`config.mk`:
```
export PLATFORM = sky130hd
export DESIGN_NAME = mc_chroma_ref_fetch4x4_flat
export DESIGN_NICKNAME = d
export VERILOG_FILES = /design/src/rtl/mc_chroma_ref_fetch4x4_if.sv /design/src/rtl/mc_chroma_ref_fetch4x4.sv /design/src/flat_wrapper.sv
export SDC_FILE = /design/constraint.sdc
export NUM_CORES = 1
export LEC_CHECK = 0
export BUFFER_PORTS_ARGS = -buffer_cell sky130_fd_sc_hd__buf_2
export CAP_MARGIN = 20
export CORE_MARGIN = 4
export CORE_UTILIZATION = 28
export CTS_CLUSTER_SIZE = 12
export DETAILED_ROUTE_END_ITERATION = 10
export PLACE_DENSITY = 0.53
export SLEW_MARGIN = 10
export SYNTH_ARGS = -nofsm -noshare
export SYNTH_HDL_FRONTEND = slang
export SYNTH_SLANG_ARGS = --single-unit
```
`constraint.sdc`:
```
create_clock -name clk -period 3.2 [get_ports clk]
set_input_delay 0.64 -clock clk [delete_from_list [all_inputs] [get_ports clk]]
set_output_delay 0.64 -clock clk [all_outputs]
set_load 0.02 [all_outputs]
```
`src/rtl/mc_chroma_ref_fetch4x4_if.sv`:
```
// Bus bundle for the 4x4 chroma reference-window fetcher: block request,
// reference-buffer read port and aligned-row output toward the interpolator.
`ifndef PIXEL_WIDTH
`define PIXEL_WIDTH 8
`endif

interface mc_chroma_ref_fetch4x4_if #(
   parameter int ROW_PIX = 16,
   parameter int ADDR_W  = 6
);
   localparam int PW = `PIXEL_WIDTH;
   localparam int XW = $clog2(ROW_PIX);

   logic                    start_i;
   logic [XW-1:0]           ref_x_i;
   logic [ADDR_W-1:0]       ref_y_i;
   logic [ADDR_W-1:0]       base_addr_i;
   logic [5:0]              frac_i;
   logic                    rd_en_o;
   logic [ADDR_W-1:0]       rd_addr_o;
   logic [ROW_PIX*PW-1:0]   rd_data_i;
   logic                    busy_o;
   logic                    blk_start_o;
   logic [5:0]              frac_o;
   logic                    refuv_valid_o;
   logic [PW-1:0]           refuv_p0_o;
   logic [PW-1:0]           refuv_p1_o;
   logic [PW-1:0]           refuv_p2_o;
   logic [PW-1:0]           refuv_p3_o;
   logic [PW-1:0]           refuv_p4_o;
   logic [PW-1:0]           refuv_p5_o;
   logic [PW-1:0]           refuv_p6_o;
   logic                    done_o;

   modport slave (
      input  start_i, ref_x_i, ref_y_i, base_addr_i, frac_i, rd_data_i,
      output rd_en_o, rd_addr_o, busy_o, blk_start_o, frac_o, refuv_valid_o,
             refuv_p0_o, refuv_p1_o, refuv_p2_o, refuv_p3_o, refuv_p4_o,
             refuv_p5_o, refuv_p6_o, done_o
   );

   modport master (
      output start_i, ref_x_i, ref_y_i, base_addr_i, frac_i, rd_data_i,
      input  rd_en_o, rd_addr_o, busy_o, blk_start_o, frac_o, refuv_valid_o,
             refuv_p0_o, refuv_p1_o, refuv_p2_o, refuv_p3_o, refuv_p4_o,
             refuv_p5_o, refuv_p6_o, done_o
   );
endinterface

```
`src/rtl/mc_chroma_ref_fetch4x4.sv`:
```
// Fetches a 7x7 chroma reference window (7 buffer reads) and emits column-aligned rows.
// Optional MC_CHROMA_REF_PAD_EN: clamp columns to the row end instead of wrapping.
`ifndef PIXEL_WIDTH
`define PIXEL_WIDTH 8
`endif

module mc_chroma_ref_fetch4x4 #(
   parameter int ROW_PIX = 16,
   parameter int ADDR_W  = 6
) (
   input  logic                      clk,
   input  logic                      rstn,
   mc_chroma_ref_fetch4x4_if.slave   bus
);
   localparam int PW = `PIXEL_WIDTH;
   localparam int XW = $clog2(ROW_PIX);

   typedef enum logic [1:0] {
      IDLE  = 2'd0,
      READ  = 2'd1,
      DRAIN = 2'd2
   } state_t;

   state_t              state_q, state_d;
   logic [2:0]          row_q, row_d;
   logic [XW-1:0]       x_q, x_d;
   logic [5:0]          frac_q, frac_d;
   logic                rd_en_q, rd_en_d;
   logic [ADDR_W-1:0]   rd_addr_q, rd_addr_d;
   logic                blk_start_q, blk_start_d;
   logic                busy_q, busy_d;
   logic                vld1_q, vld1_d;
   logic                last1_q, last1_d;
   logic                valid_q, valid_d;
   logic                done_q, done_d;
   logic [PW-1:0]       pix_q [7];
   logic [PW-1:0]       pix_d [7];
   logic [XW-1:0]       col_s [7];

   function automatic logic [PW-1:0] pick_pix(input logic [ROW_PIX*PW-1:0] word,
                                              input logic [XW-1:0] idx);
      pick_pix = word[(ROW_PIX - 1 - int'(idx)) * PW +: PW];
   endfunction

   // Control FSM: accept a request, issue seven row reads, wait for the pipeline to empty.
   always_comb begin
      state_d     = state_q;
      row_d       = row_q;
      x_d         = x_q;
      frac_d      = frac_q;
      rd_en_d     = 1'b0;
      rd_addr_d   = rd_addr_q;
      blk_start_d = 1'b0;
      case (state_q)
         IDLE: begin
            if (bus.start_i) begin
               state_d     = READ;
               x_d         = bus.ref_x_i;
               frac_d      = bus.frac_i;
               row_d       = 3'd0;
               rd_en_d     = 1'b1;
               rd_addr_d   = bus.base_addr_i + bus.ref_y_i;
               blk_start_d = 1'b1;
            end else begin
               state_d = IDLE;
            end
         end
         READ: begin
            if (row_q == 3'd6) begin
               state_d = DRAIN;
               row_d   = 3'd0;
            end else begin
               row_d     = row_q + 3'd1;
               rd_en_d   = 1'b1;
               rd_addr_d = rd_addr_q + ADDR_W'(1);
            end
         end
         DRAIN: begin
            if (done_q) begin
               state_d = IDLE;
            end else begin
               state_d = DRAIN;
            end
         end
         default: begin
            state_d = IDLE;
         end
      endcase
      busy_d  = (state_d != IDLE);
      vld1_d  = rd_en_q;
      last1_d = rd_en_q && (row_q == 3'd6);
      valid_d = vld1_q;
      done_d  = last1_q;
   end

   // Stage-2 column select: pk = word pixel at x + k, wrapped or clamped at the row end.
   always_comb begin
      for (int k = 0; k < 7; k++) begin
`ifdef MC_CHROMA_REF_PAD_EN
         logic [XW:0] sum;
         sum      = {1'b0, x_q} + (XW+1)'(k);
         col_s[k] = sum[XW] ? XW'(ROW_PIX - 1) : sum[XW-1:0];
`else
         col_s[k] = x_q + XW'(k);
`endif
         if (vld1_q) begin
            pix_d[k] = pick_pix(bus.rd_data_i, col_s[k]);
         end else begin
            pix_d[k] = pix_q[k];
         end
      end
   end

   // State, read-port and output pipeline registers.
   always_ff @(posedge clk or negedge rstn) begin
      if (!rstn) begin
         state_q     <= IDLE;
         row_q       <= 3'd0;
         x_q         <= '0;
         frac_q      <= 6'd0;
         rd_en_q     <= 1'b0;
         rd_addr_q   <= '0;
         blk_start_q <= 1'b0;
         busy_q      <= 1'b0;
         vld1_q      <= 1'b0;
         last1_q     <= 1'b0;
         valid_q     <= 1'b0;
         done_q      <= 1'b0;
         for (int k = 0; k < 7; k++) begin
            pix_q[k] <= '0;
         end
      end else begin
         state_q     <= state_d;
         row_q       <= row_d;
         x_q         <= x_d;
         frac_q      <= frac_d;
         rd_en_q     <= rd_en_d;
         rd_addr_q   <= rd_addr_d;
         blk_start_q <= blk_start_d;
         busy_q      <= busy_d;
         vld1_q      <= vld1_d;
         last1_q     <= last1_d;
         valid_q     <= valid_d;
         done_q      <= done_d;
         for (int k = 0; k < 7; k++) begin
            pix_q[k] <= pix_d[k];
         end
      end
   end

   assign bus.rd_en_o       = rd_en_q;
   assign bus.rd_addr_o     = rd_addr_q;
   assign bus.busy_o        = busy_q;
   assign bus.blk_start_o   = blk_start_q;
   assign bus.frac_o        = frac_q;
   assign bus.refuv_valid_o = valid_q;
   assign bus.done_o        = done_q;
   assign bus.refuv_p0_o    = pix_q[0];
   assign bus.refuv_p1_o    = pix_q[1];
   assign bus.refuv_p2_o    = pix_q[2];
   assign bus.refuv_p3_o    = pix_q[3];
   assign bus.refuv_p4_o    = pix_q[4];
   assign bus.refuv_p5_o    = pix_q[5];
   assign bus.refuv_p6_o    = pix_q[6];
endmodule
```
`src/flat_wrapper.sv`:
```
// flat-port wrapper written by rule: the top's interface ports become plain ports
module mc_chroma_ref_fetch4x4_flat 
#(
   parameter int ROW_PIX = 16,
   parameter int ADDR_W  = 6
)
  (clk, rstn, bus_start_i, bus_ref_x_i, bus_ref_y_i, bus_base_addr_i, bus_frac_i, bus_rd_data_i, bus_rd_en_o, bus_rd_addr_o, bus_busy_o, bus_blk_start_o, bus_frac_o, bus_refuv_valid_o, bus_refuv_p0_o, bus_refuv_p1_o, bus_refuv_p2_o, bus_refuv_p3_o, bus_refuv_p4_o, bus_refuv_p5_o, bus_refuv_p6_o, bus_done_o);
  mc_chroma_ref_fetch4x4_if #(.ROW_PIX(ROW_PIX), .ADDR_W(ADDR_W)) bus_i ();
  input  logic clk;
  input  logic rstn;
  input wire logic [$bits(bus_i.start_i)-1:0] bus_start_i;
  input wire logic [$bits(bus_i.ref_x_i)-1:0] bus_ref_x_i;
  input wire logic [$bits(bus_i.ref_y_i)-1:0] bus_ref_y_i;
  input wire logic [$bits(bus_i.base_addr_i)-1:0] bus_base_addr_i;
  input wire logic [$bits(bus_i.frac_i)-1:0] bus_frac_i;
  input wire logic [$bits(bus_i.rd_data_i)-1:0] bus_rd_data_i;
  output wire logic [$bits(bus_i.rd_en_o)-1:0] bus_rd_en_o;
  output wire logic [$bits(bus_i.rd_addr_o)-1:0] bus_rd_addr_o;
  output wire logic [$bits(bus_i.busy_o)-1:0] bus_busy_o;
  output wire logic [$bits(bus_i.blk_start_o)-1:0] bus_blk_start_o;
  output wire logic [$bits(bus_i.frac_o)-1:0] bus_frac_o;
  output wire logic [$bits(bus_i.refuv_valid_o)-1:0] bus_refuv_valid_o;
  output wire logic [$bits(bus_i.refuv_p0_o)-1:0] bus_refuv_p0_o;
  output wire logic [$bits(bus_i.refuv_p1_o)-1:0] bus_refuv_p1_o;
  output wire logic [$bits(bus_i.refuv_p2_o)-1:0] bus_refuv_p2_o;
  output wire logic [$bits(bus_i.refuv_p3_o)-1:0] bus_refuv_p3_o;
  output wire logic [$bits(bus_i.refuv_p4_o)-1:0] bus_refuv_p4_o;
  output wire logic [$bits(bus_i.refuv_p5_o)-1:0] bus_refuv_p5_o;
  output wire logic [$bits(bus_i.refuv_p6_o)-1:0] bus_refuv_p6_o;
  output wire logic [$bits(bus_i.done_o)-1:0] bus_done_o;
  assign bus_i.start_i = bus_start_i;
  assign bus_i.ref_x_i = bus_ref_x_i;
  assign bus_i.ref_y_i = bus_ref_y_i;
  assign bus_i.base_addr_i = bus_base_addr_i;
  assign bus_i.frac_i = bus_frac_i;
  assign bus_i.rd_data_i = bus_rd_data_i;
  assign bus_rd_en_o = bus_i.rd_en_o;
  assign bus_rd_addr_o = bus_i.rd_addr_o;
  assign bus_busy_o = bus_i.busy_o;
  assign bus_blk_start_o = bus_i.blk_start_o;
  assign bus_frac_o = bus_i.frac_o;
  assign bus_refuv_valid_o = bus_i.refuv_valid_o;
  assign bus_refuv_p0_o = bus_i.refuv_p0_o;
  assign bus_refuv_p1_o = bus_i.refuv_p1_o;
  assign bus_refuv_p2_o = bus_i.refuv_p2_o;
  assign bus_refuv_p3_o = bus_i.refuv_p3_o;
  assign bus_refuv_p4_o = bus_i.refuv_p4_o;
  assign bus_refuv_p5_o = bus_i.refuv_p5_o;
  assign bus_refuv_p6_o = bus_i.refuv_p6_o;
  assign bus_done_o = bus_i.done_o;
  mc_chroma_ref_fetch4x4 #(.ROW_PIX(ROW_PIX), .ADDR_W(ADDR_W)) u_core (.clk(clk), .rstn(rstn), .bus(bus_i));
endmodule
```
# == After elaboration in Yosys (flattened, before gate mapping) ==
# Cells that the tools add are included.
# totals
ff_bits,84
word_cells,68
# op_classes
n_addsub,16
n_eq_ne,5
shift,7
n_mux,14
reduce_logical,7
# ops
op,n
$shiftx 128x32->8,7
$sub 4x4->5 const A,7
$add 4x3->4 const B,3
$mux 6,2
$pmux 6 s2,1
$add 4x2->4 const B,2
$add 6x1->6 const B,1
$add 6x6->6,1
$mux 3,2
$pmux 2 s3,1
$pmux 3 s2,1
$add 4x1->4 const B,1
$mux 1,4
$mux 2,2
$ne 2x2->1 const B,2
$reduce_and 2->1,2
$reduce_bool 2->1,2
$add 3x1->3 const B,1
$eq 3x3->1 const B,1
$reduce_and 3->1,1
$eq 2x1->1 const B,1
$eq 2x2->1 const B,1
$logic_not 2->1,1
$pmux 1 s2,1
$logic_and 1x1->1,1

# == Longest topological paths before layout ==
# depth
ltp_word,4
mapped_depth,13
depth_no_buf,8

# == Worst setup path before layout ==
# Ideal clock, no wire load.
# synth_path
path_type,flip-flop to flip-flop
startpoint,reg u_core.x_q[0]
endpoint,reg u_core.pix_q (netlist bit u_core.bus.refuv_p3_o[7])
t_arrival_ps,2863
t_required_ps,3053
path_slack_ps,191
stages_incl_launch_ff,14
period_less_slack_ps,3009
cell_sequence,dfrtp_1 > buf_2 > buf_6 > buf_4 > buf_2 > inv_1 > ha_1 > buf_4 > buf_2 > buf_2 > mux4_2 > mux2_2 > o22ai_1 > a31oi_1
# synth_via
elab_chain_cells,3
# synth_rtl
item,line_no,text
from (decl),mc_chroma_ref_fetch4x4.sv:26,"logic [XW-1:0] x_q, x_d;"
from (signal assigned),mc_chroma_ref_fetch4x4.sv:119,x_q <= '0;
from (signal assigned),mc_chroma_ref_fetch4x4.sv:135,x_q <= x_d;
$add 4x2->4,mc_chroma_ref_fetch4x4.sv:104,col_s[k] = x_q + XW'(k);
$sub 4x4->5,mc_chroma_ref_fetch4x4.sv:42,pick_pix = word[(ROW_PIX - 1 - int'(idx)) * PW +: PW];
$shiftx 128x32->8,mc_chroma_ref_fetch4x4.sv:42,
"to (signal, indexed assignment)",mc_chroma_ref_fetch4x4.sv:146,pix_q[k] <= pix_d[k];
to (decl),mc_chroma_ref_fetch4x4.sv:36,logic [PW-1:0] pix_q [7];
# Every way passes these cells.
# A chain may end at the register's enable or synchronous reset.

# == Worst setup path after layout ==
# layout_path
startpoint,reg u_core.x_q[0]
endpoint,reg u_core.pix_q (netlist bit u_core.bus.refuv_p5_o[7])
# layout_via
elab_chain_cells,3
# layout_rtl
item,line_no
$add 4x3->4,mc_chroma_ref_fetch4x4.sv:104
$sub 4x4->5,mc_chroma_ref_fetch4x4.sv:42
$shiftx 128x32->8,mc_chroma_ref_fetch4x4.sv:42
# Every way passes these cells.

==> flow_metrics.tcl <==
set metrics [dict create \
    ys_seq_area_frac 0.245 \
    final_util 0.348 \
    portBuffers 225 \
    cts_hold_buf 0 \
    switchingPower_mw 6.59 \
    ys_warn_count 0 \
    p_int_mw 6.85 \
    hp-class "input port to async pin" \
    antenna_found_initial 2 \
    vias 7722 \
    dieArea_um2 33500 \
    path_clk_slew_ns 0.07 \
    status "completed" \
    ys.flop_type "dfrtp_1" \
    relSlewSlack 0.312 \
    peakVddDrop_mv 0.602 \
    period_share 0.790 \
    final_common_cell "buf_2" \
    p_clk_frac 0.084 \
    holdWs_ns 0.315 \
    antenna_left 0 \
    overflow 0 \
    dr.pass1.iters 5 \
    ys_ff_latch 84 \
    setup_tns_ns 0 \
    reg2reg_slack_ns 0.67 \
    crit_path_top_delay_cell "buf_4" \
    clock_path_buffers 2 \
    critPathKind "register to register" \
    cts.sinks 84 \
    period_needed_ns 2.53 \
    finalNonFillerCells 1340 \
    met3_usage 0.0335 \
    wl_mm 32.6 \
    syn-num-nets 917 \
    path_max_fanout 66 \
    met1_usage 0.261 \
    maxCapViolCount 0 \
    diodes 0 \
    drt-vias-per-instance 5.76 \
    power.density_nw_per_um2 1290 \
    fmax_ghz 0.396 \
    wl_per_cell_um 24.3 \
    met2_usage 0.316 \
    grt_use_total 0.190 \
    drcViolationCount 0 \
    avgSynthCellArea_um2 11.4 \
    cts_max_level 3 \
    chipHeight_um 183 \
    yosys-top-cells-area "mux4_2 36%, dfrtp_1 25%, mux2i_1 8.3%" \
    routabilityCongestion 0.898 \
    cp.arrival_ns 2.77 \
    die_w_um 183 \
    post-cts-setup-buffers 0 \
    final-max-slew-violation-count 0 \
    drt_first_iter_violations 692 \
    insertion_delay_ns 0.36 \
    pwr-share-comb 0.760 \
    setup_violations 0 \
    syn_area_um2 8580 \
    path_common_cell "a21oi_1" \
    p_seq_frac 0.156 \
    power_leakage_nw 4.43 \
    critPathMaxStageDelay_ns 0.78 \
    worstMarginPinSlew_ns 1.03 \
    core-area_um2 30000 \
    reg2reg_to "u_core.bus.refuv_p5_o[7]" \
    endpoint "u_core.bus.refuv_p5_o[7]" \
    cts_buffers 9 \
    busiest_layer "met2" \
    drive_gt1_frac 0.468 \
    nNetsFinal 1111 \
    cp_cell_sequence "buf_4, a21oi_1, xnor2_1, nand2b_1, a21oi_1, a211o_1" \
    p_sw_frac 0.490 \
    grt_setup_unrepaired "false" \
    critPathLaunchType "register" \
    start_util 0.286 \
    synth_edf_count 0 \
    crit_path_end_kind "register" \
    synthCells 751 \
    synthArstFlopShare 1.00 \
    dp_cells 1323 \
    grt_pass1_vias 7593 \
    r2r_start "u_core.x_q[0]" \
    io_pins 226 \
    setup.worst_path.start "u_core.x_q[0]" \
    crit_required_ns 3.44 \
    worst_clock_skew_ns 0.00916 \
    r2r_cells 6 \
    grt_max_degree 67 \
    report.power.total_mw 13.4 \
    rows 63 \
    ctsRootBufferMaster "clkbuf_16" \
    netlist.area_leader.share 0.360 \
    dp_hpwl_mm 25.1 \
    grt_pass1_wl_mm 48.8 \
    layout_common_cells "224 x buf_2, 137 x mux4_2, 99 x nand2_1" \
    syn2layout_area_growth_pct 21.6 \
    synth_top_cell_by_area "mux4_2" \
    final_hold_viol_count 0 \
    cts_resized 0 \
    ys_types 43 \
    cts_tree "done" \
]
==> synthesized netlist by cell type, drive strengths merged, types with 5 or more instances <==
library cell	number
o22ai	8
a221o	10
nor3	8
xnor2	5
mux4	137
buf	44
ha	12
o21ai	48
xor2	7
mux2	24
mux2i	71
or2	8
clkbuf	25
a31oi	14
nand2b	6
o21a	6
dfrtp	84
o221ai	13
nand2	99
inv	8
a21oi	43
nor2	30
and2	7
a211o	9
==> worst max-delay path: cells and delay by family, from the launching register on <==
kind                   cells  cell delay (ns)
flip-flops                 1             0.43
AND/OR/NAND/NOR            1             0.39
AO/OA/AOI/OAI              3             0.57
XOR/XNOR                   1             0.21
buffers and inverters      1             0.78
==> registers in the layout (all words and copies together) (netlist names) <==
name and count:
u_core.bus.blk_start_o 1, u_core.bus.refuv_p6_o 8, u_core.valid_d 1, u_core.bus.frac_o 6
u_core.row_q 3, u_core.bus.busy_o 1, u_core.done_d 1, u_core.bus.rd_en_o 1
u_core.bus.refuv_p2_o 8, u_core.bus.rd_addr_o 6, u_core.bus.refuv_p0_o 8, u_core.bus.refuv_p5_o 8
u_core.bus.refuv_valid_o 1, u_core.state_q 2, u_core.x_q 4, u_core.bus.refuv_p3_o 8
u_core.bus.done_o 1, u_core.bus.refuv_p1_o 8, u_core.bus.refuv_p4_o 8
==> worst min-delay path by stage <==
stage | endpoint | start | cells past startpoint | slack (ns)
after floorplan | u_core.bus.done_o | u_core.done_d | 0 | 0.33
after global placement | u_core.bus.done_o | u_core.done_d | 0 | 0.34
after detailed placement | u_core.bus.done_o | u_core.done_d | 0 | 0.34
after CTS | u_core.bus.refuv_p4_o[4] | rstn | 1 | 0.35
after global routing | u_core.bus.done_o | u_core.done_d | 0 | 0.36
final | u_core.bus.refuv_p4_o[4] | rstn | 1 | 0.31
==> layer usage <==
layer | routed length [µm] | share of wire
met4 | 565 | 0.017
met2 | 15800 | 0.49
met3 | 2460 | 0.075
met5 | 21 | 0.00064
met1 | 13700 | 0.42
==> power groups by stage <==
stage / Clock, mW / Sequential, mW / Combinational, mW
2_1_floorplan: 0 / 2.51 / 7.02
3_3_place_gp: 0 / 2.11 / 10.2
3_5_place_dp: 0 / 2.11 / 10.2
4_1_cts: 1.17 / 2.10 / 10.3
5_1_grt: 1.20 / 2.15 / 11.1
6_report: 1.13 / 2.09 / 10.2
==> cells by family (layout without fill, tap and decap cells) <==
| family | count (synthesis) | count (layout) | synth area share |
|---|---|---|---|
| xor gates and xnor gates | 12 | 12 | 0.0123 |
| adders and majority gates | 13 | 13 | 0.0198 |
| buffers and inverters | 78 | 277 | 0.0439 |
| muxes | 232 | 232 | 0.474 |
| and+or+nand+nor | 171 | 171 | 0.0872 |
| AOI/OAI and AO/OA | 161 | 161 | 0.118 |
| DFF | 84 | 84 | 0.245 |
==> layout make-up <==
type | instances | area [µm²]
Clock buffer | 9 | 225
Fill cell | 3027 | 19500
Inverter | 9 | 33.8
Timing Repair Buffer | 252 | 1360
Clock inverter | 7 | 77.6
Multi-Input combinational cell | 589 | 6140
Sequential cell | 84 | 2110
Tap cell | 390 | 488
==> per-stage QoR <==
step                cell area [µm²]  worst slack (ns)
floorplan                      8580             0.191
global placement              10100             0.711
detailed placement            10100             0.669
CTS                           10400             0.667
global route                  10400             0.422
finish                        10400             0.672
(Power assumes the default switching activity.)
